**src/rtl/rfid_pkg.sv**
```systemverilog
// Shared RFID definitions: PIE transmit FSM states, default transmit timing,
// receive-side constants and small elaboration-time helpers.
package rfid_pkg;

  // PIE encoder FSM states
  typedef enum logic [2:0] {
    ST_IDLE  = 3'd0,
    ST_DELIM = 3'd1,
    ST_DATA0 = 3'd2,
    ST_RTCAL = 3'd3,
    ST_TRCAL = 3'd4,
    ST_BITS  = 3'd5
  } pie_state_e;

  // Default transmit (reader-to-tag) timing, in clk cycles
  localparam int PIE_DELIM_CYCLES = 12;
  localparam int PIE_PW_CYCLES    = 12;
  localparam int PIE_TARI_CYCLES  = 25;
  localparam int PIE_DATA1_CYCLES = 50;
  localparam int PIE_TRCAL_CYCLES = 100;

  // Receive (tag-to-reader) side constants
  localparam int RX_BLF_DIVIDE     = 8;
  localparam int RX_T1_MIN_CYCLES  = 80;
  localparam int RX_MILLER_M_MAX   = 8;

  // Largest of three integers, used to size counters at elaboration
  function automatic int max3(input int a, input int b, input int c);
    int m;
    m = a;
    if (b > m) begin
      m = b;
    end else begin
      m = m;
    end
    if (c > m) begin
      m = c;
    end else begin
      m = m;
    end
    return m;
  endfunction

endpackage

```
**src/rtl/pie_symbol_timer.sv**
```systemverilog
// PIE symbol timer: counts through one symbol of a given length, flags the
// symbol's final cycle and reports the level/final-cycle status of the NEXT
// cycle so the encoder can drive registered outputs without extra latency.
// The length input is the length of the symbol the next cycle belongs to; it
// is registered internally so the end strobe refers to the current symbol.
module pie_symbol_timer #(
  parameter int CW        = 7,
  parameter int PW_CYCLES = 12
) (
  input  logic          clk,
  input  logic          rst,
  input  logic          clr,
  input  logic [CW-1:0] len,
  output logic          sym_end,
  output logic          level_nxt,
  output logic          last_nxt
);

  localparam logic [CW-1:0] PW_L  = CW'(PW_CYCLES);
  localparam logic [CW-1:0] ONE_L = CW'(1);

  logic [CW-1:0] cnt_r;
  logic [CW-1:0] len_r;
  logic [CW-1:0] cnt_nxt_s;

  // End-of-symbol detection, counter wrap and next-cycle level lookahead
  always_comb begin
    sym_end = (cnt_r == (len_r - ONE_L));
    if (clr || sym_end) begin
      cnt_nxt_s = '0;
    end else begin
      cnt_nxt_s = cnt_r + ONE_L;
    end
    level_nxt = (cnt_nxt_s < (len - PW_L));
    last_nxt  = (cnt_nxt_s == (len - ONE_L));
  end

  // Symbol position and current symbol length registers
  always_ff @(posedge clk) begin
    if (rst) begin
      cnt_r <= '0;
      len_r <= '0;
    end else begin
      cnt_r <= cnt_nxt_s;
      len_r <= len;
    end
  end

endmodule

```
**src/rtl/pie_encoder.sv**
```systemverilog
// PIE (pulse-interval encoding) frame encoder: emits delimiter, data-0,
// RTcal, optional TRcal, then one symbol per command bit pulled through a
// valid/ready handshake. All outputs are registered.
module pie_encoder
  import rfid_pkg::*;
#(
  parameter int DELIM_CYCLES = PIE_DELIM_CYCLES,
  parameter int PW_CYCLES    = PIE_PW_CYCLES,
  parameter int TARI_CYCLES  = PIE_TARI_CYCLES,
  parameter int DATA1_CYCLES = PIE_DATA1_CYCLES,
  parameter int TRCAL_CYCLES = PIE_TRCAL_CYCLES
) (
  input  logic clk,
  input  logic rst,
  input  logic start,
  input  logic preamble_sel,
  input  logic in_dat,
  input  logic in_vld,
  input  logic in_last,
  output logic in_rdy,
  output logic out_mod,
  output logic busy,
  output logic done,
  output logic underrun
);

  localparam int MAX_LEN = max3(DELIM_CYCLES, TRCAL_CYCLES, TARI_CYCLES + DATA1_CYCLES);
  localparam int CW      = $clog2(MAX_LEN + 1);

  localparam logic [CW-1:0] LEN_DELIM = CW'(DELIM_CYCLES);
  localparam logic [CW-1:0] LEN_TARI  = CW'(TARI_CYCLES);
  localparam logic [CW-1:0] LEN_DATA1 = CW'(DATA1_CYCLES);
  localparam logic [CW-1:0] LEN_RTCAL = CW'(TARI_CYCLES + DATA1_CYCLES);
  localparam logic [CW-1:0] LEN_TRCAL = CW'(TRCAL_CYCLES);

  // Symbol length belonging to a state (and, in BITS, to the bit value)
  function automatic logic [CW-1:0] sym_len(input pie_state_e st, input logic bit_v);
    logic [CW-1:0] l;
    case (st)
      ST_DELIM: l = LEN_DELIM;
      ST_DATA0: l = LEN_TARI;
      ST_RTCAL: l = LEN_RTCAL;
      ST_TRCAL: l = LEN_TRCAL;
      ST_BITS:  l = bit_v ? LEN_DATA1 : LEN_TARI;
      default:  l = LEN_DELIM;
    endcase
    return l;
  endfunction

  pie_state_e    state_r, state_n_s;
  logic          pre_r, pre_n_s;
  logic          bit_r, bit_n_s;
  logic          last_r, last_n_s;
  logic          done_n_s, underrun_n_s;
  logic          out_mod_n_s, in_rdy_n_s;
  logic          out_mod_r, in_rdy_r, busy_r, done_r, underrun_r;
  logic [CW-1:0] len_n_s;
  logic          clr_s;
  logic          sym_end_s, level_nxt_s, last_nxt_s;

  pie_symbol_timer #(
    .CW        (CW),
    .PW_CYCLES (PW_CYCLES)
  ) u_timer (
    .clk       (clk),
    .rst       (rst),
    .clr       (clr_s),
    .len       (len_n_s),
    .sym_end   (sym_end_s),
    .level_nxt (level_nxt_s),
    .last_nxt  (last_nxt_s)
  );

  // Next-state, latched frame context and next-cycle output decode
  always_comb begin
    state_n_s    = state_r;
    pre_n_s      = pre_r;
    bit_n_s      = bit_r;
    last_n_s     = last_r;
    done_n_s     = 1'b0;
    underrun_n_s = 1'b0;

    case (state_r)
      ST_IDLE: begin
        if (start) begin
          state_n_s = ST_DELIM;
          pre_n_s   = preamble_sel;
        end else begin
          state_n_s = ST_IDLE;
        end
      end
      ST_DELIM: begin
        if (sym_end_s) begin
          state_n_s = ST_DATA0;
        end else begin
          state_n_s = ST_DELIM;
        end
      end
      ST_DATA0: begin
        if (sym_end_s) begin
          state_n_s = ST_RTCAL;
        end else begin
          state_n_s = ST_DATA0;
        end
      end
      ST_RTCAL, ST_TRCAL, ST_BITS: begin
        if (!sym_end_s) begin
          state_n_s = state_r;
        end else if ((state_r == ST_RTCAL) && pre_r) begin
          state_n_s = ST_TRCAL;
        end else if ((state_r == ST_BITS) && last_r) begin
          state_n_s = ST_IDLE;
          done_n_s  = 1'b1;
        end else if (in_vld) begin
          // in_rdy is high on this cycle: accept the next bit
          state_n_s = ST_BITS;
          bit_n_s   = in_dat;
          last_n_s  = in_last;
        end else begin
          state_n_s    = ST_IDLE;
          underrun_n_s = 1'b1;
        end
      end
      default: begin
        state_n_s = ST_IDLE;
      end
    endcase

    len_n_s = sym_len(state_n_s, bit_n_s);
    clr_s   = (state_r == ST_IDLE);

    case (state_n_s)
      ST_IDLE:  out_mod_n_s = 1'b1;
      ST_DELIM: out_mod_n_s = 1'b0;
      default:  out_mod_n_s = level_nxt_s;
    endcase

    in_rdy_n_s = last_nxt_s &&
                 (((state_n_s == ST_RTCAL) && !pre_n_s) ||
                  (state_n_s == ST_TRCAL) ||
                  ((state_n_s == ST_BITS) && !last_n_s));
  end

  // State, frame context and registered outputs
  always_ff @(posedge clk) begin
    if (rst) begin
      state_r    <= ST_IDLE;
      pre_r      <= 1'b0;
      bit_r      <= 1'b0;
      last_r     <= 1'b0;
      out_mod_r  <= 1'b1;
      in_rdy_r   <= 1'b0;
      busy_r     <= 1'b0;
      done_r     <= 1'b0;
      underrun_r <= 1'b0;
    end else begin
      state_r    <= state_n_s;
      pre_r      <= pre_n_s;
      bit_r      <= bit_n_s;
      last_r     <= last_n_s;
      out_mod_r  <= out_mod_n_s;
      in_rdy_r   <= in_rdy_n_s;
      busy_r     <= (state_n_s != ST_IDLE);
      done_r     <= done_n_s;
      underrun_r <= underrun_n_s;
    end
  end

  assign out_mod  = out_mod_r;
  assign in_rdy   = in_rdy_r;
  assign busy     = busy_r;
  assign done     = done_r;
  assign underrun = underrun_r;

endmodule

```
**config.mk**
```make
export PLATFORM = sky130hd
export DESIGN_NAME = pie_encoder
export DESIGN_NICKNAME = d
export VERILOG_FILES = /design/src/rtl/rfid_pkg.sv /design/src/rtl/pie_symbol_timer.sv /design/src/rtl/pie_encoder.sv
export SDC_FILE = /design/constraint.sdc
export NUM_CORES = 1
export LEC_CHECK = 0
export ABC_AREA = 1
export CORE_ASPECT_RATIO = 1.2
export CORE_UTILIZATION = 28
export CTS_CLUSTER_DIAMETER = 40
export DETAILED_ROUTE_END_ITERATION = 6
export HOLD_SLACK_MARGIN = 0.06
export SLEW_MARGIN = 20
export SYNTH_ARGS = -nofsm -noshare
export SYNTH_HDL_FRONTEND = slang
export SYNTH_SLANG_ARGS = --single-unit
```
**constraint.sdc**
```tcl
create_clock -name clk -period 2.9 [get_ports clk]
set_clock_uncertainty 0.05 [all_clocks]
set_input_delay 0.435 -clock clk [delete_from_list [all_inputs] [get_ports clk]]
set_output_delay 0.435 -clock clk [all_outputs]
set_load 0.01 [all_outputs]
```
---- Word-level counts from Yosys, hierarchy flattened ----
Index checks and enable logic that the tools add are counted.
operators by class
  add/sub/neg operators ................... 4
  order comparisons ....................... 1
  equality and inequality tests ........... 12
  muxes and demuxes ....................... 26
  bitwise gates (word level) .............. 2
  reductions and logical operators ........ 16
operators with widths
  operator             count
  $pmux 7 s4           1
  $mux 1               16
  $eq 7x7->1           2
  $sub 7x1->7 const B  2
  $eq 3x2->1 const B   4
  $eq 3x3->1 const B   4
  $mux 3               4
  $pmux 3 s4           1
  $add 7x1->7 const B  1
  $lt 7x7->1           1
  $mux 7               1
  $sub 7x4->7 const B  1
  $eq 3x1->1 const B   2
  $logic_not 3->1      2
  $mux 6               1
  $logic_and 1x1->1    5
  $reduce_or 5->1      1
  $reduce_or 4->1      1
  $logic_or 1x1->1     3
  $reduce_bool 3->1    1
  $reduce_or 3->1      1
  $logic_not 1->1      2
  $mux 2               1
  $not 1->1            2
  $pmux 1 s2           1
storage, ports and cells
  flip-flop bits (word level) ............. 25
  input bits .............................. 7
  output and inout port bits .............. 5

---- Logic depth before layout (Yosys ltp) ----
Gate-level depths: netlist (run 1).
  depth after elaboration ................. 11
  gate-level depth with buffers ........... 28
  mapped depth without buffers ............ 28

---- Hierarchy ----
Synthesis (run 1) repeated with hierarchy kept, for this count alone.
unflattened totals
  cells, all modules ...................... 290
  area, all modules ....................... 1,910.6 µm²
by module, submodules not included
  module            instances  cells an instance  area each (µm²)
  pie_symbol_timer  1          196                1,247.4
  pie_encoder       1          94                 663.1

---- Worst setup path after synthesis (run 1) ----
OpenSTA, ideal clock, no wires.
  path type ............................... register to register
  start point ............................. register u_timer.len_r[0]
  end point ............................... register out_mod_r, in the netlist out_mod
  arrival time ............................ 2.984 ns
  path slack .............................. -0.208 ns
  stages on the path, launching flop included .. 25
  path buffers ............................ 0
  clock period less this slack ............ 3.108 ns
  cells stage by stage .................... dfxtp_1 > inv_2 > ha_1 > inv_1 > nand2_1 > nand2_1 > nor2_4 > nand3_1 > nor2_4 > nand3_2 > nor2_4 > nor2_4 > nand2_4 > nand2_2 > nand2_1 > inv_1 > ha_1 > xor2_1 > ha_1 > inv_1 > nor2_1 > o21a_1 > o21ai_0 > nand2_1 > o21ai_0
on the way
  longest elaborated chain between the ends .. 9
RTL lines
  what                                             line                    source
  start, declared                                  pie_symbol_timer.sv:23  logic [CW-1:0] len_r;
  start signal, assigned                           pie_symbol_timer.sv:45  len_r <= len;
  $sub 7x1->7 (*)                                  pie_symbol_timer.sv:28  sym_end = (cnt_r == (len_r - ONE_L));
  $eq 7x7->1 (*)                                   pie_symbol_timer.sv:28
  $mux 3 (tied with other cells)                   pie_encoder.sv:107      if (!sym_end_s) begin
  $pmux 3 s4 (*)                                   pie_encoder.sv:83       case (state_r)
  $eq 3x3->1 / $eq 3x2->1 (equally long branches)  pie_encoder.sv:39       case (st)
  $pmux 7 s4 (*)                                   pie_encoder.sv:39
  named net len_n_s[2]                             pie_encoder.sv:57       logic [CW-1:0] len_n_s;
  $sub 7x4->7 (*)                                  pie_symbol_timer.sv:34  level_nxt = (cnt_nxt_s < (len - PW_L));
  $lt 7x7->1 (*)                                   pie_symbol_timer.sv:34
  $pmux 1 s2 (*)                                   pie_encoder.sv:132      case (state_n_s)
  end signal, assigned                             pie_encoder.sv:161      out_mod_r <= out_mod_n_s;
  end, declared                                    pie_encoder.sv:56       logic out_mod_r, in_rdy_r, busy_r, done_r, underrun_r;
The timed path passes the listed nets; every way through them passes the cells marked *.
A chain may end at the register's enable or synchronous reset.

---- Worst setup path after layout (run 1) ----
  start point ............................. register u_timer.len_r[0]
  end point ............................... register out_mod_r, in the netlist out_mod
on the way
  longest elaborated chain between the ends .. 9
RTL lines
  what                                         line
  $sub 7x1->7 (*)                              pie_symbol_timer.sv:28
  $eq 7x7->1 (*)                               pie_symbol_timer.sv:28
  $mux 3 (tied with other cells)               pie_encoder.sv:107
  $pmux 3 s4 / $mux 1 (equally long branches)  pie_encoder.sv:83
  $eq 3x3->1 (tied with other cells)           pie_encoder.sv:39
  $pmux 7 s4 (*)                               pie_encoder.sv:39
  named net len_n_s[3]                         pie_encoder.sv:57
  $sub 7x4->7 (*)                              pie_symbol_timer.sv:34
  $lt 7x7->1 (*)                               pie_symbol_timer.sv:34
  $pmux 1 s2 (*)                               pie_encoder.sv:132
Marked as above.

==> summary.txt, run 1 <==
Critical path
  – Crit path DAT: roughly 3200 ps
  – Start point of the critical path: u_timer.len_r[0]$_SDFF_PP0_
  – Worst EP required: 3060 ps
  – Reg2reg start: u_timer.len_r[0]$_SDFF_PP0_
  – Cell Chain, Critical Path: inv_2, ha_4, inv_2, nand2_2, nand2_2, nor2_4, buf_4, nand3b_4, nor2_4, nor2_2, nor2_4, nand3_2, nand2_4, inv_2, ha_4, xor2_1, ha_1, inv_1, nor2_1, o21a_1, o21ai_1, nand2_1, o21ai_1
  – Crit path buffers/inverters: 5
  – CP Launch Type: flip-flop
  – Critical Path Fanout Max: 5
  – CP max-delay cell: dfxtp_2
  – Critical path class: flip-flop to flip-flop
  – CP endpoint kind: flip-flop
  – Crit-path leading delay family: simple AND/OR/NAND/NOR gates
  – CP max stage delay: 340 ps

Global route
  – First-pass GRT wire length: 8380 um
  – Initial antenna violation count: 0
  – Total GRT Usage: 14.5%
  – Grt ovf: 0
  – Vias in the first global route: between 1,500 and 2,000
  – Largest net degree at the start of global routing: 21

Route
  – Routed wire length: 4860 um
  – Drt initial violations: a little under 80
  – Antenna Violating Nets Remaining: 0
  – Vias: around 2,000
  – WL/cell: 10.8 um
  – Residual DRC count: 2
  – Drt via density: 4.37
  – Pre-antenna DRT Iters: 6

Power and ir drop
  – Power per Cell Area: 241 mW/mm^2
  – Leakage: between 1 and 1.5 nW
  – Max rail drop VDD: 0.132 mV

Clock tree
  – Clock Sinks: 25
  – Htree depth: 1
  – CTS Hold Bufs: 0
  – Num CTS Buffers: 3
  – Root buffer cell: clkbuf_8
  – Clk slew on worst S/H paths: 90 ps
  – CTS tree: yes
  – Clock insertion delay at the later pin of the skew report: around 270 ps
  – Clock buffer depth: 2

Outcome
  – Outcome: finished, violations left
  – Failing checks: design-rule violations, negative setup slack

Floorplan
  – FP Rows: 33
  – Total core area: 0.00681 mm^2
  – Die Area: 0.00737 mm^2
  – Chip height: 93.8 um
  – Die Width: 78.5 um
  – Initial cell density of the core: 28.9%
  – Boundary pin count: 12

Flow run
  – Max-cap violation count: 0

Synthesis
  – Synth Net Count: between 300 and 400
  – Sequential-to-total area share from yosys stat: 25.4%
  – Yosys reg bits: 25
  – Yosys cell types: 24
  – Mapped Area: 0.00197 mm^2
  – Ys Warns: 0
  – Synthesized instance count: 307
  – Synth Area per Inst: 6.41 um^2

STA
  – Fmax: 0.326 GHz
  – Worst rel slew slack: 74.7%
  – Pins over their slew limit: 0
  – Post-route setup slack: -169 ps
  – Min Hold Slack: 500 ps
  – Worst slew pin tran: 378 ps
  – Minimum clock period: 3070 ps
  – Tcrit/Tclk final: 106%
  – RSZ-0062 raised after global routing: yes
  – Final Hold Vio Count: 0
  – Final setup viols: 2

Cells and area
  – Area Growth Syn to Fin: 40.8%
  – Share of cells above drive strength 1: 34.3%
  – Fillers: between 700 and 800
  – Final Util: 40.7%
  – # diodes: 0
  – Layout net count: 385

Min path
  – Hold path startpoint: last_r$_SDFF_PP0_
  – HP Class: flip-flop to flip-flop

Placed design
  – Buffers on Ports: 11
  – Gpl congestion: 0.834
  – HPWL Detailed: 4100 um
==> registers in the layout, indices dropped and copies added, names as in the netlist <==
| register | count |
|---|---|
| state_r | 3 |
| u_timer.cnt_r | 7 |
| in_rdy | 1 |
| bit_r | 1 |
| u_timer.len_r | 7 |
| out_mod | 1 |
| done | 1 |
| underrun | 1 |
| pre_r | 1 |
| busy | 1 |
| last_r | 1 |
==> metal layers <==
metal | part of all wire (%) | up-vias | global-route usage, %
li1 | - | 1057 | -
met1 | 43 | 878 | 16.4
met2 | 52 | 27 | 27.5
met3 | 2.5 | 8 | 2.04
met4 | 1.7 | 0 | 4.32
met5 | 0 | - | 0
==> cell usage in the layout, fill, tap and decap left out, types with 8 or more instances in the layout <==
master / n
nand2_1: 73
dfxtp_1: 23
nand3_1: 18
clkdlybuf4s50_1: 11
inv_2: 15
buf_4: 44
inv_1: 37
nand2_2: 16
nor2_1: 36
nor2_4: 9
nor3_1: 8
==> report_power, final <==
part	switching, mW	internal, mW	total (mW)	leakage [nW]
Clock	0.106	0.0982	0.204	0.0228
Combinational	0.0604	0.0475	0.108	1.10
Sequential	0.00613	0.350	0.356	0.204
Total	0.173	0.496	0.669	1.33
==> cells by family (layout without fill, tap and decap cells) <==
family | Yosys count | in the layout | share of synthesized area, %
AND/OR/NAND/NOR | 181 | 181 | 45.5
buffers and inverters | 56 | 113 | 10.7
flip-flops | 25 | 25 | 25.4
AO/OA/AOI/OAI | 23 | 23 | 6.10
adder cells (fa/ha/maj) | 13 | 13 | 8.26
XOR/XNOR | 9 | 9 | 4.01
==> final cells by class <==
| class | instances | area, um^2 | share of cell area, % |
|---|---|---|---|
| Tap cell | 87 | 109 | 3.93 |
| Multi-Input combinational cell | 226 | 1460 | 52.7 |
| Timing Repair Buffer | 56 | 452 | 16.3 |
| Sequential cell | 25 | 503 | 18.1 |
| Clock buffer | 4 | 45.0 | 1.63 |
| Inverter | 53 | 201 | 7.27 |
==> cells in the mapped netlist <==
cell type / instances / area [um^2]
nand3b_4: 1 / 20.0
xnor2_1: 2 / 17.5
o21ai_1: 3 / 15.0
nand2_2: 11 / 68.8
ha_1: 13 / 163
nand4_1: 1 / 6.26
nor3_1: 8 / 40.0
a21oi_1: 7 / 35.0
o21a_1: 2 / 15.0
inv_2: 11 / 41.3
o21ai_0: 11 / 55.1
inv_1: 42 / 158
buf_2: 1 / 5.00
nand3_1: 20 / 100
nand3_4: 1 / 17.5
clkbuf_1: 2 / 7.51
nand3_2: 6 / 60.1
nand2_1: 82 / 308
nand2_4: 3 / 33.8
xor2_1: 7 / 61.3
nor2_4: 7 / 78.8
dfxtp_1: 25 / 500
nor2_1: 38 / 143
nor2_2: 3 / 18.8
==> per-stage QoR <==
step,power [mW],setup slack [ps],setup TNS [ps],instances,cell area (um^2)
after floorplan,0.424,-17.1,-17.1,307,2030
after global placement,0.460,-299,-454,438,2510
after detailed placement,0.462,-352,-623,438,2510
after CTS,0.671,-169,-318,447,2640
after global routing,0.705,-396,-767,451,2770
final,0.669,-169,-250,451,2770
==> path summary, 6_finish.rpt <==
path	endpoint	slack, ps	depth (start not counted)
hold / removal	last_r$_SDFF_PP0_	500	2
setup / recovery	out_mod$_SDFF_PP1_	-170	23
hold reg to reg	last_r$_SDFF_PP0_	500	2
setup reg to reg	out_mod$_SDFF_PP1_	-170	23
==> worst min-delay path, stage by stage (launching register included) <==
cell and delay, ps:
dfxtp_1 350, nand2_1 100, a21oi_1 60
==> what timing repair did <==
item,4_1_cts,5_1_grt
buffers inserted,5,4
setup endpoints to repair,2,2
gates cloned,0,0
pin swaps,13,21
hold endpoints to repair,0,0
gates resized for setup,10,24
Power figures use the tool's default switching activity.
==> run 2, diff against run 1 <==
--- a/config.mk
+++ b/config.mk
@@ -6,8 +6,10 @@
 export NUM_CORES = 1
 export LEC_CHECK = 0
 export ABC_AREA = 1
+export CAP_MARGIN = 20
 export CORE_ASPECT_RATIO = 1.2
 export CORE_UTILIZATION = 28
+export CTS_BUF_LIST = sky130_fd_sc_hd__clkbuf_8
 export CTS_CLUSTER_DIAMETER = 40
 export DETAILED_ROUTE_END_ITERATION = 6
 export HOLD_SLACK_MARGIN = 0.06
==> run 2 against run 1 <==
Against the previous run:
- the flow still finishes with violations (design-rule violations, negative setup slack)
- via count unchanged
- cell area did not move
- combinational power about the same
- sequential share of layout area stayed put
- flip-flop and latch count stayed put
- core utilization unchanged
- die area unchanged
- critical path depth unchanged
- setup slack better by 0.55 ps
- first-iteration DRC count stayed put
- final cell count unchanged
==> summary.txt, run 2 (synthesis gave the netlist of run 1 again) <==
Cells and area
  – Regs by FF count: u_timer.cnt_r: 7 flops, u_timer.len_r: 7 flops, state_r: 3 flops (unchanged)
  – # diodes: 0 (unchanged)
  – Share of cells above drive strength 1: 34.3% (unchanged)
  – Layout net count: 385 (unchanged)
  – Area Growth Syn to Fin: 40.8% (unchanged)
  – Final Util: 40.7% (unchanged)
  – Most frequent cells in the layout: nand2_1 (73), buf_4 (44), inv_1 (38), nor2_1 (36), dfxtp_1 (23) (was nand2_1 (73), buf_4 (44), inv_1 (37), nor2_1 (36), dfxtp_1 (23))
  – Most common cell after layout, fill and taps aside: nand2_1 (unchanged)
  – Fillers: 701 (unchanged)

Flow run
  – Max-cap violation count: 0 (unchanged)

Min path
  – Worst Hold Depth: 2 (unchanged)
  – Hold Path End: last_r$_SDFF_PP0_ (unchanged)
  – Hold path startpoint: last_r$_SDFF_PP0_ (unchanged)
  – HP Class: flip-flop to flip-flop (unchanged)

Floorplan
  – Boundary pin count: 12 (unchanged)
  – Total core area: 0.00681 mm^2 (unchanged)
  – Initial cell density of the core: 28.9% (unchanged)
  – Die Width: 78.5 um (unchanged)
  – Die Area: 0.00737 mm^2 (unchanged)
  – FP Rows: 33 (unchanged)
  – Chip height: 93.8 um (unchanged)

Critical path
  – Reg2reg end: out_mod$_SDFF_PP1_ (unchanged)
  – Crit path buffers/inverters: 5 (unchanged)
  – Worst EP required: 3060 ps (about the same)
  – Worst reg-to-reg path cell count: 23 (unchanged)
  – CP max stage delay: 340 ps (about the same)
  – Reg2reg start: u_timer.len_r[0]$_SDFF_PP0_ (unchanged)
  – Critical Path Fanout Max: 5 (unchanged)
  – Cell Chain, Critical Path: inv_2, ha_4, inv_2, nand2_2, nand2_2, nor2_4, buf_4, nand3b_4, nor2_4, nor2_2, nor2_4, nand3_2, nand2_4, inv_2, ha_4, xor2_1, ha_1, inv_1, nor2_1, o21a_1, o21ai_1, nand2_1, o21ai_1 (unchanged)
  – Critical path class: flip-flop to flip-flop (unchanged)
  – Crit path DAT: 3220 ps (about the same)
  – CP Launch Type: flip-flop (unchanged)
  – Crit-path leading delay family: simple AND/OR/NAND/NOR gates (unchanged)
  – R2R Setup Slk: -170 ps (about the same)
  – CP max-delay cell: dfxtp_2 (unchanged)
  – CP endpoint kind: flip-flop (unchanged)

Placed design
  – Pre-CTS setup slack: -352 ps (unchanged)
  – Gpl congestion: 0.834 (unchanged)
  – HPWL Detailed: 4100 um (unchanged)
  – Buffers on Ports: 11 (unchanged)

Outcome
  – Outcome: finished, violations left (unchanged)
  – Failing checks: design-rule violations, negative setup slack (unchanged)

Route
  – WL/cell: 10.8 um (about the same)
  – Drt via density: 4.37 (unchanged)
  – Drt initial violations: 77 (unchanged)
  – Routed wire length: 4860 um (about the same)
  – Residual DRC count: 2 (unchanged)
  – Vias: 1,970 (unchanged)
  – Antenna Violating Nets Remaining: 0 (unchanged)
  – Pre-antenna DRT Iters: 6 (unchanged)

STA
  – Final Hold Vio Count: 0 (unchanged)
  – Min Hold Slack: 500 ps (about the same)
  – Pins over their slew limit: 0 (unchanged)
  – RSZ-0062 raised after global routing: yes (unchanged)
  – Fmax: 0.326 GHz (about the same)
  – Post-route setup slack: -168 ps (was -169 ps)
  – Minimum clock period: 3070 ps (about the same)
  – Tcrit/Tclk final: 106% (about the same)
  – Worst rel slew slack: 74.7% (unchanged)
  – Worst slew pin tran: 378 ps (unchanged)
  – Final setup viols: 2 (unchanged)

Global route
  – Grt ovf: 0 (unchanged)
  – Initial antenna violation count: 0 (unchanged)
  – Largest net degree at the start of global routing: 21 (unchanged)
  – Total GRT Usage: 14.5% (unchanged)
  – First-pass GRT wire length: 8380 um (unchanged)
  – Vias in the first global route: 1,926 (unchanged)

Power and ir drop
  – Internal power: 0.492 mW (was 0.496 mW)
  – Logic pwr share: 16.2% (was 16.1%)
  – Max rail drop VDD: 0.132 mV (about the same)
  – Sw Pwr: 0.173 mW (about the same)
  – Power per Cell Area: 240 mW/mm^2 (was 241 mW/mm^2)
  – Clk pwr share: 30.2% (was 30.6%)
  – Leakage: 1.33 nW (about the same)
  – Sequential share of power: 53.5% (was 53.3%)
  – Switching share of power: 26.0% (was 25.8%)
  – Tot Pwr: 0.665 mW (was 0.669 mW)

Clock tree
  – Clock insertion delay at the later pin of the skew report: 270 ps (about the same)
  – Clk slew on worst S/H paths: 90 ps (about the same)
  – CTS Hold Bufs: 0 (unchanged)
  – Htree depth: 1 (unchanged)
  – Clock buffer depth: 2 (unchanged)
  – Clock Sinks: 25 (unchanged)
  – CTS tree: yes (unchanged)
  – Root buffer cell: clkbuf_8 (unchanged)
  – Num CTS Buffers: 3 (unchanged)
[run 2: cell type report]
cell class | instances | area, um^2 | share of cell area, %
Clock inverter | 1 | 3.75 | 0.135
Clock buffer | 3 | 41.3 | 1.49
Sequential cell | 25 | 503 | 18.1
Inverter | 53 | 201 | 7.27
Timing Repair Buffer | 56 | 452 | 16.3
Tap cell | 87 | 109 | 3.93
Multi-Input combinational cell | 226 | 1460 | 52.7
[run 2: per-layer routing]
layer	up-vias	global-route usage, %	wire, um
met5	-	0	0
met4	0	4.32	84
met3	8	2.04	123
met2	27	27.5	2540
met1	878	16.4	2110
li1	1057	-	-
[run 2: worst min-delay path, stage by stage (launching register included)]
cell and delay [ps]:
dfxtp_1 350, nand2_1 100, a21oi_1 60
[run 2: how the worst max path moves through the flow]
| stage | from | to | cells after the start |
|---|---|---|---|
| 2_1_floorplan | u_timer.len_r[0]$_SDFF_PP0_ | out_mod$_SDFF_PP1_ | 24 |
| 6_report | u_timer.len_r[0]$_SDFF_PP0_ | out_mod$_SDFF_PP1_ | 23 |
| 4_1_cts | u_timer.len_r[0]$_SDFF_PP0_ | out_mod$_SDFF_PP1_ | 22 |
| 5_1_grt | u_timer.len_r[0]$_SDFF_PP0_ | out_mod$_SDFF_PP1_ | 23 |
| 3_5_place_dp | u_timer.len_r[0]$_SDFF_PP0_ | out_mod$_SDFF_PP1_ | 23 |
| 3_3_place_gp | u_timer.len_r[0]$_SDFF_PP0_ | out_mod$_SDFF_PP1_ | 23 |
[run 2: timing repair]
item,4_1_cts,5_1_grt
resized for setup,10,24
setup buffers,5,4
pin swaps,13,21
hold endpoints to repair,0,0
endpoints found under the setup margin,2,2
[run 2: metrics by stage]
stage / setup TNS, ps / cell area, um^2 / std cells
after floorplan: -17.1 / 2030 / 307
after global placement: -454 / 2510 / 438
after CTS: -317 / 2640 / 447
after detailed placement: -623 / 2510 / 438
after global routing: -767 / 2770 / 451
final: -249 / 2770 / 451
[run 2: power by group through the flow]
stage	clock network (mW)	logic [mW]	registers, mW
after detailed placement	0	0.0975	0.364
after global routing	0.225	0.120	0.357
after CTS	0.209	0.103	0.356
final	0.201	0.108	0.356
after global placement	0	0.0965	0.364
after floorplan	0	0.0597	0.364
==> run 3, diff against run 2 <==
--- a/config.mk
+++ b/config.mk
@@ -11,6 +11,7 @@
 export CORE_UTILIZATION = 28
 export CTS_BUF_LIST = sky130_fd_sc_hd__clkbuf_8
 export CTS_CLUSTER_DIAMETER = 40
+export CTS_CLUSTER_SIZE = 24
 export DETAILED_ROUTE_END_ITERATION = 6
 export HOLD_SLACK_MARGIN = 0.06
 export SLEW_MARGIN = 20
==> constraint.sdc (replaced) <==
create_clock -name clk -period 2.6 [get_ports clk]
set_clock_uncertainty 0.05 [all_clocks]
set_input_delay 0.39 -clock clk [delete_from_list [all_inputs] [get_ports clk]]
set_output_delay 0.39 -clock clk [all_outputs]
set_load 0.01 [all_outputs]
==> run 3 against run 2 <==
Against the previous run:
- the flow finishes with violations (negative setup slack)
- count of clock-buffer cells in the layout unchanged
- cell area grew 4.4%
- core utilization increased by 1.8 points
- fmax shrank 0.91%
- first-iteration DRC count up 26%
- combinational power increased by 17%
- non-clock buffer count grew 20
- via count grew 5.1%
- critical path type unchanged
- critical endpoint unchanged
- highest routed layer unchanged
==> summary.txt, run 3 (synthesis gave the netlist of run 1 again) <==
Route
  – Antenna Violating Nets Remaining: 0 (unchanged)
  – Residual DRC count: 0 (was 2)
  – WL/cell: 10.8 um (about the same)
  – Routed wire length: 5100 um (was 4860 um)
  – Drt initial violations: 97 (was 77)
  – Pre-antenna DRT Iters: 6 (unchanged)
  – Drt via density: 4.40 (was 4.37)
  – Vias: 2,071 (was 1,970)

Clock tree
  – Root buffer cell: clkbuf_8 (unchanged)
  – Htree depth: 1 (unchanged)
  – Num CTS Buffers: 3 (unchanged)
  – Clock Sinks: 25 (unchanged)
  – Clock insertion delay at the later pin of the skew report: 270 ps (about the same)
  – Clk slew on worst S/H paths: 90 ps (about the same)
  – Clock buffer depth: 2 (unchanged)
  – CTS tree: yes (unchanged)
  – CTS Hold Bufs: 0 (unchanged)

Floorplan
  – Initial cell density of the core: 28.9% (unchanged)
  – Total core area: 0.00681 mm^2 (unchanged)
  – FP Rows: 33 (unchanged)
  – Die Width: 78.5 um (unchanged)
  – Chip height: 93.8 um (unchanged)
  – Boundary pin count: 12 (unchanged)
  – Die Area: 0.00737 mm^2 (unchanged)

STA
  – Worst slew pin tran: 366 ps (was 378 ps)
  – Final setup viols: 2 (unchanged)
  – Worst rel slew slack: 75.4% (was 74.7%)
  – Min Hold Slack: 561 ps (was 500 ps)
  – Pins over their slew limit: 0 (unchanged)
  – Tcrit/Tclk final: 119% (was 106%)
  – Minimum clock period: 3100 ps (was 3070 ps)
  – RSZ-0062 raised after global routing: yes (unchanged)
  – Post-route setup slack: -496 ps (was -168 ps)
  – Fmax: 0.323 GHz (was 0.326 GHz)
  – Final Hold Vio Count: 0 (unchanged)

Critical path
  – Crit-path leading delay family: simple AND/OR/NAND/NOR gates (unchanged)
  – CP max-delay cell: dfxtp_2 (unchanged)
  – CP endpoint kind: flip-flop (unchanged)
  – CP Launch Type: flip-flop (unchanged)
  – R2R Setup Slk: -500 ps (was -170 ps)
  – Crit path DAT: 3250 ps (was 3220 ps)
  – Worst reg-to-reg path cell count: 24 (was 23)
  – Most frequent CP cell: inv_2
  – Critical path class: flip-flop to flip-flop (unchanged)
  – Critical Path Fanout Max: 5 (unchanged)
  – Cell Chain, Critical Path: inv_2, ha_4, inv_2, nand2_2, nand2_2, nor2_4, nand3_2, nor2_4, nand3_1, nand2_1, inv_2, nand2_4, nand3_4, nand2_4, inv_1, ha_4, xor2_1, ha_1, inv_1, nor2_1, o21a_1, o21ai_2, nand2_1, o21ai_1 (was inv_2, ha_4, inv_2, nand2_2, nand2_2, nor2_4, buf_4, nand3b_4, nor2_4, nor2_2, nor2_4, nand3_2, nand2_4, inv_2, ha_4, xor2_1, ha_1, inv_1, nor2_1, o21a_1, o21ai_1, nand2_1, o21ai_1)
  – Reg2reg end: out_mod$_SDFF_PP1_ (unchanged)
  – Crit path buffers/inverters: 5 (unchanged)
  – Reg2reg start: u_timer.len_r[0]$_SDFF_PP0_ (unchanged)
  – CP max stage delay: 340 ps (about the same)
  – Worst EP required: 2750 ps (was 3060 ps)

Global route
  – Largest net degree at the start of global routing: 21 (unchanged)
  – Total GRT Usage: 15.0% (was 14.5%)
  – Vias in the first global route: 2,026 (was 1,926)
  – First-pass GRT wire length: 8760 um (was 8380 um)
  – Initial antenna violation count: 0 (unchanged)
  – Grt ovf: 0 (unchanged)

Cells and area
  – Finished Layout Cells: 471 (was 451)
  – Final Util: 42.5% (was 40.7%)
  – Fillers: 704 (was 701)
  – Regs by FF count: u_timer.cnt_r: 7 flops, u_timer.len_r: 7 flops, state_r: 3 flops (unchanged)
  – Most common cell after layout, fill and taps aside: nand2_1 (unchanged)
  – Most frequent cells in the layout: nand2_1 (76), buf_4 (64), inv_1 (38), nor2_1 (35), dfxtp_1 (23) (was nand2_1 (73), buf_4 (44), inv_1 (38), nor2_1 (36), dfxtp_1 (23))
  – Share of cells above drive strength 1: 36.7% (was 34.3%)
  – Layout net count: 405 (was 385)
  – # diodes: 0 (unchanged)
  – Area Growth Syn to Fin: 47.0% (was 40.8%)

Outcome
  – Failing checks: negative setup slack (was design-rule violations, negative setup slack)
  – Outcome: finished, violations left (unchanged)

Placed design
  – Gpl congestion: 0.836 (was 0.834)
  – Pre-CTS setup slack: -629 ps (was -352 ps)
  – Buffers on Ports: 11 (unchanged)
  – HPWL Detailed: 4210 um (was 4100 um)
  – Dpl cells: 458 (was 438)

Power and ir drop
  – Max rail drop VDD: 0.132 mV (about the same)
  – Leakage: 1.44 nW (was 1.33 nW)
  – Tot Pwr: 0.746 mW (was 0.665 mW)
  – Power per Cell Area: 258 mW/mm^2 (was 240 mW/mm^2)

Flow run
  – Max-cap violation count: 0 (unchanged)

Min path
  – Hold path startpoint: pre_r$_SDFF_PP0_ (was last_r$_SDFF_PP0_)
  – Worst Hold Depth: 4 (was 2)
  – HP Class: flip-flop to flip-flop (unchanged)
  – Hold Path End: pre_r$_SDFF_PP0_ (was last_r$_SDFF_PP0_)
run 3: through the flow:
stage          cell area, um^2  setup TNS (ps)
5_1_grt                   2890           -1350
4_1_cts                   2820            -790
6_report                  2890            -868
3_5_place_dp              2660           -1130
3_3_place_gp              2660           -1110
2_1_floorplan             2030            -574
run 3: final cells by class:
| class | instances | area [um^2] | share of cell area (%) |
|---|---|---|---|
| repair buffers | 76 | 602 | 20.8 |
| multi-input cells | 226 | 1430 | 49.5 |
| clock buffers | 3 | 41.3 | 1.43 |
| clock inverters | 1 | 3.75 | 0.130 |
| inverters | 53 | 201 | 6.96 |
| flip-flops and latches | 25 | 503 | 17.4 |
| well taps | 87 | 109 | 3.76 |
run 3: layer usage:
layer	share of wire [%]	up-vias	wire length [um]	track usage (%)
li1	-	1100	-	-
met3	1.8	12	92	2.14
met5	0	-	0	0
met4	2.9	0	147	7.56
met2	51	17	2620	27.5
met1	44	942	2250	16.7
run 3: how the worst max path moves through the flow:
stage | from | endpoint | cells past startpoint
2_1_floorplan | u_timer.len_r[0]$_SDFF_PP0_ | out_mod$_SDFF_PP1_ | 24
5_1_grt | u_timer.len_r[0]$_SDFF_PP0_ | out_mod$_SDFF_PP1_ | 24
3_3_place_gp | u_timer.len_r[0]$_SDFF_PP0_ | out_mod$_SDFF_PP1_ | 23
6_report | u_timer.len_r[0]$_SDFF_PP0_ | out_mod$_SDFF_PP1_ | 24
4_1_cts | u_timer.len_r[0]$_SDFF_PP0_ | out_mod$_SDFF_PP1_ | 24
3_5_place_dp | u_timer.len_r[0]$_SDFF_PP0_ | out_mod$_SDFF_PP1_ | 23
run 3: power by group:
group	switching [mW]	internal (mW)	total, mW
clock	0.118	0.106	0.224
combinational	0.0697	0.0566	0.126
sequential	0.00568	0.391	0.396
total	0.194	0.553	0.746
run 3: worst reg2reg max path, cell delays in order (launching register included):
cell     delay, ps
dfxtp_2        340
inv_2           50
ha_4           260
inv_2           30
nand2_2         40
nand2_2         60
nor2_4         110
nand3_2        100
nor2_4         190
nand3_1        100
nand2_1         80
inv_2           40
nand2_4         90
nand3_4        120
nand2_4        140
inv_1          100
ha_4           180
xor2_1         160
ha_1           270
inv_1           50
nor2_1          40
o21a_1         170
o21ai_2        110
nand2_1         60
o21ai_1        120
run 3: repair_timing:
item,CTS,global route
gates resized for setup,18,13
buffers inserted,7,2
pin swaps,14,9
setup endpoints to repair,2,3
hold endpoints to repair,0,0
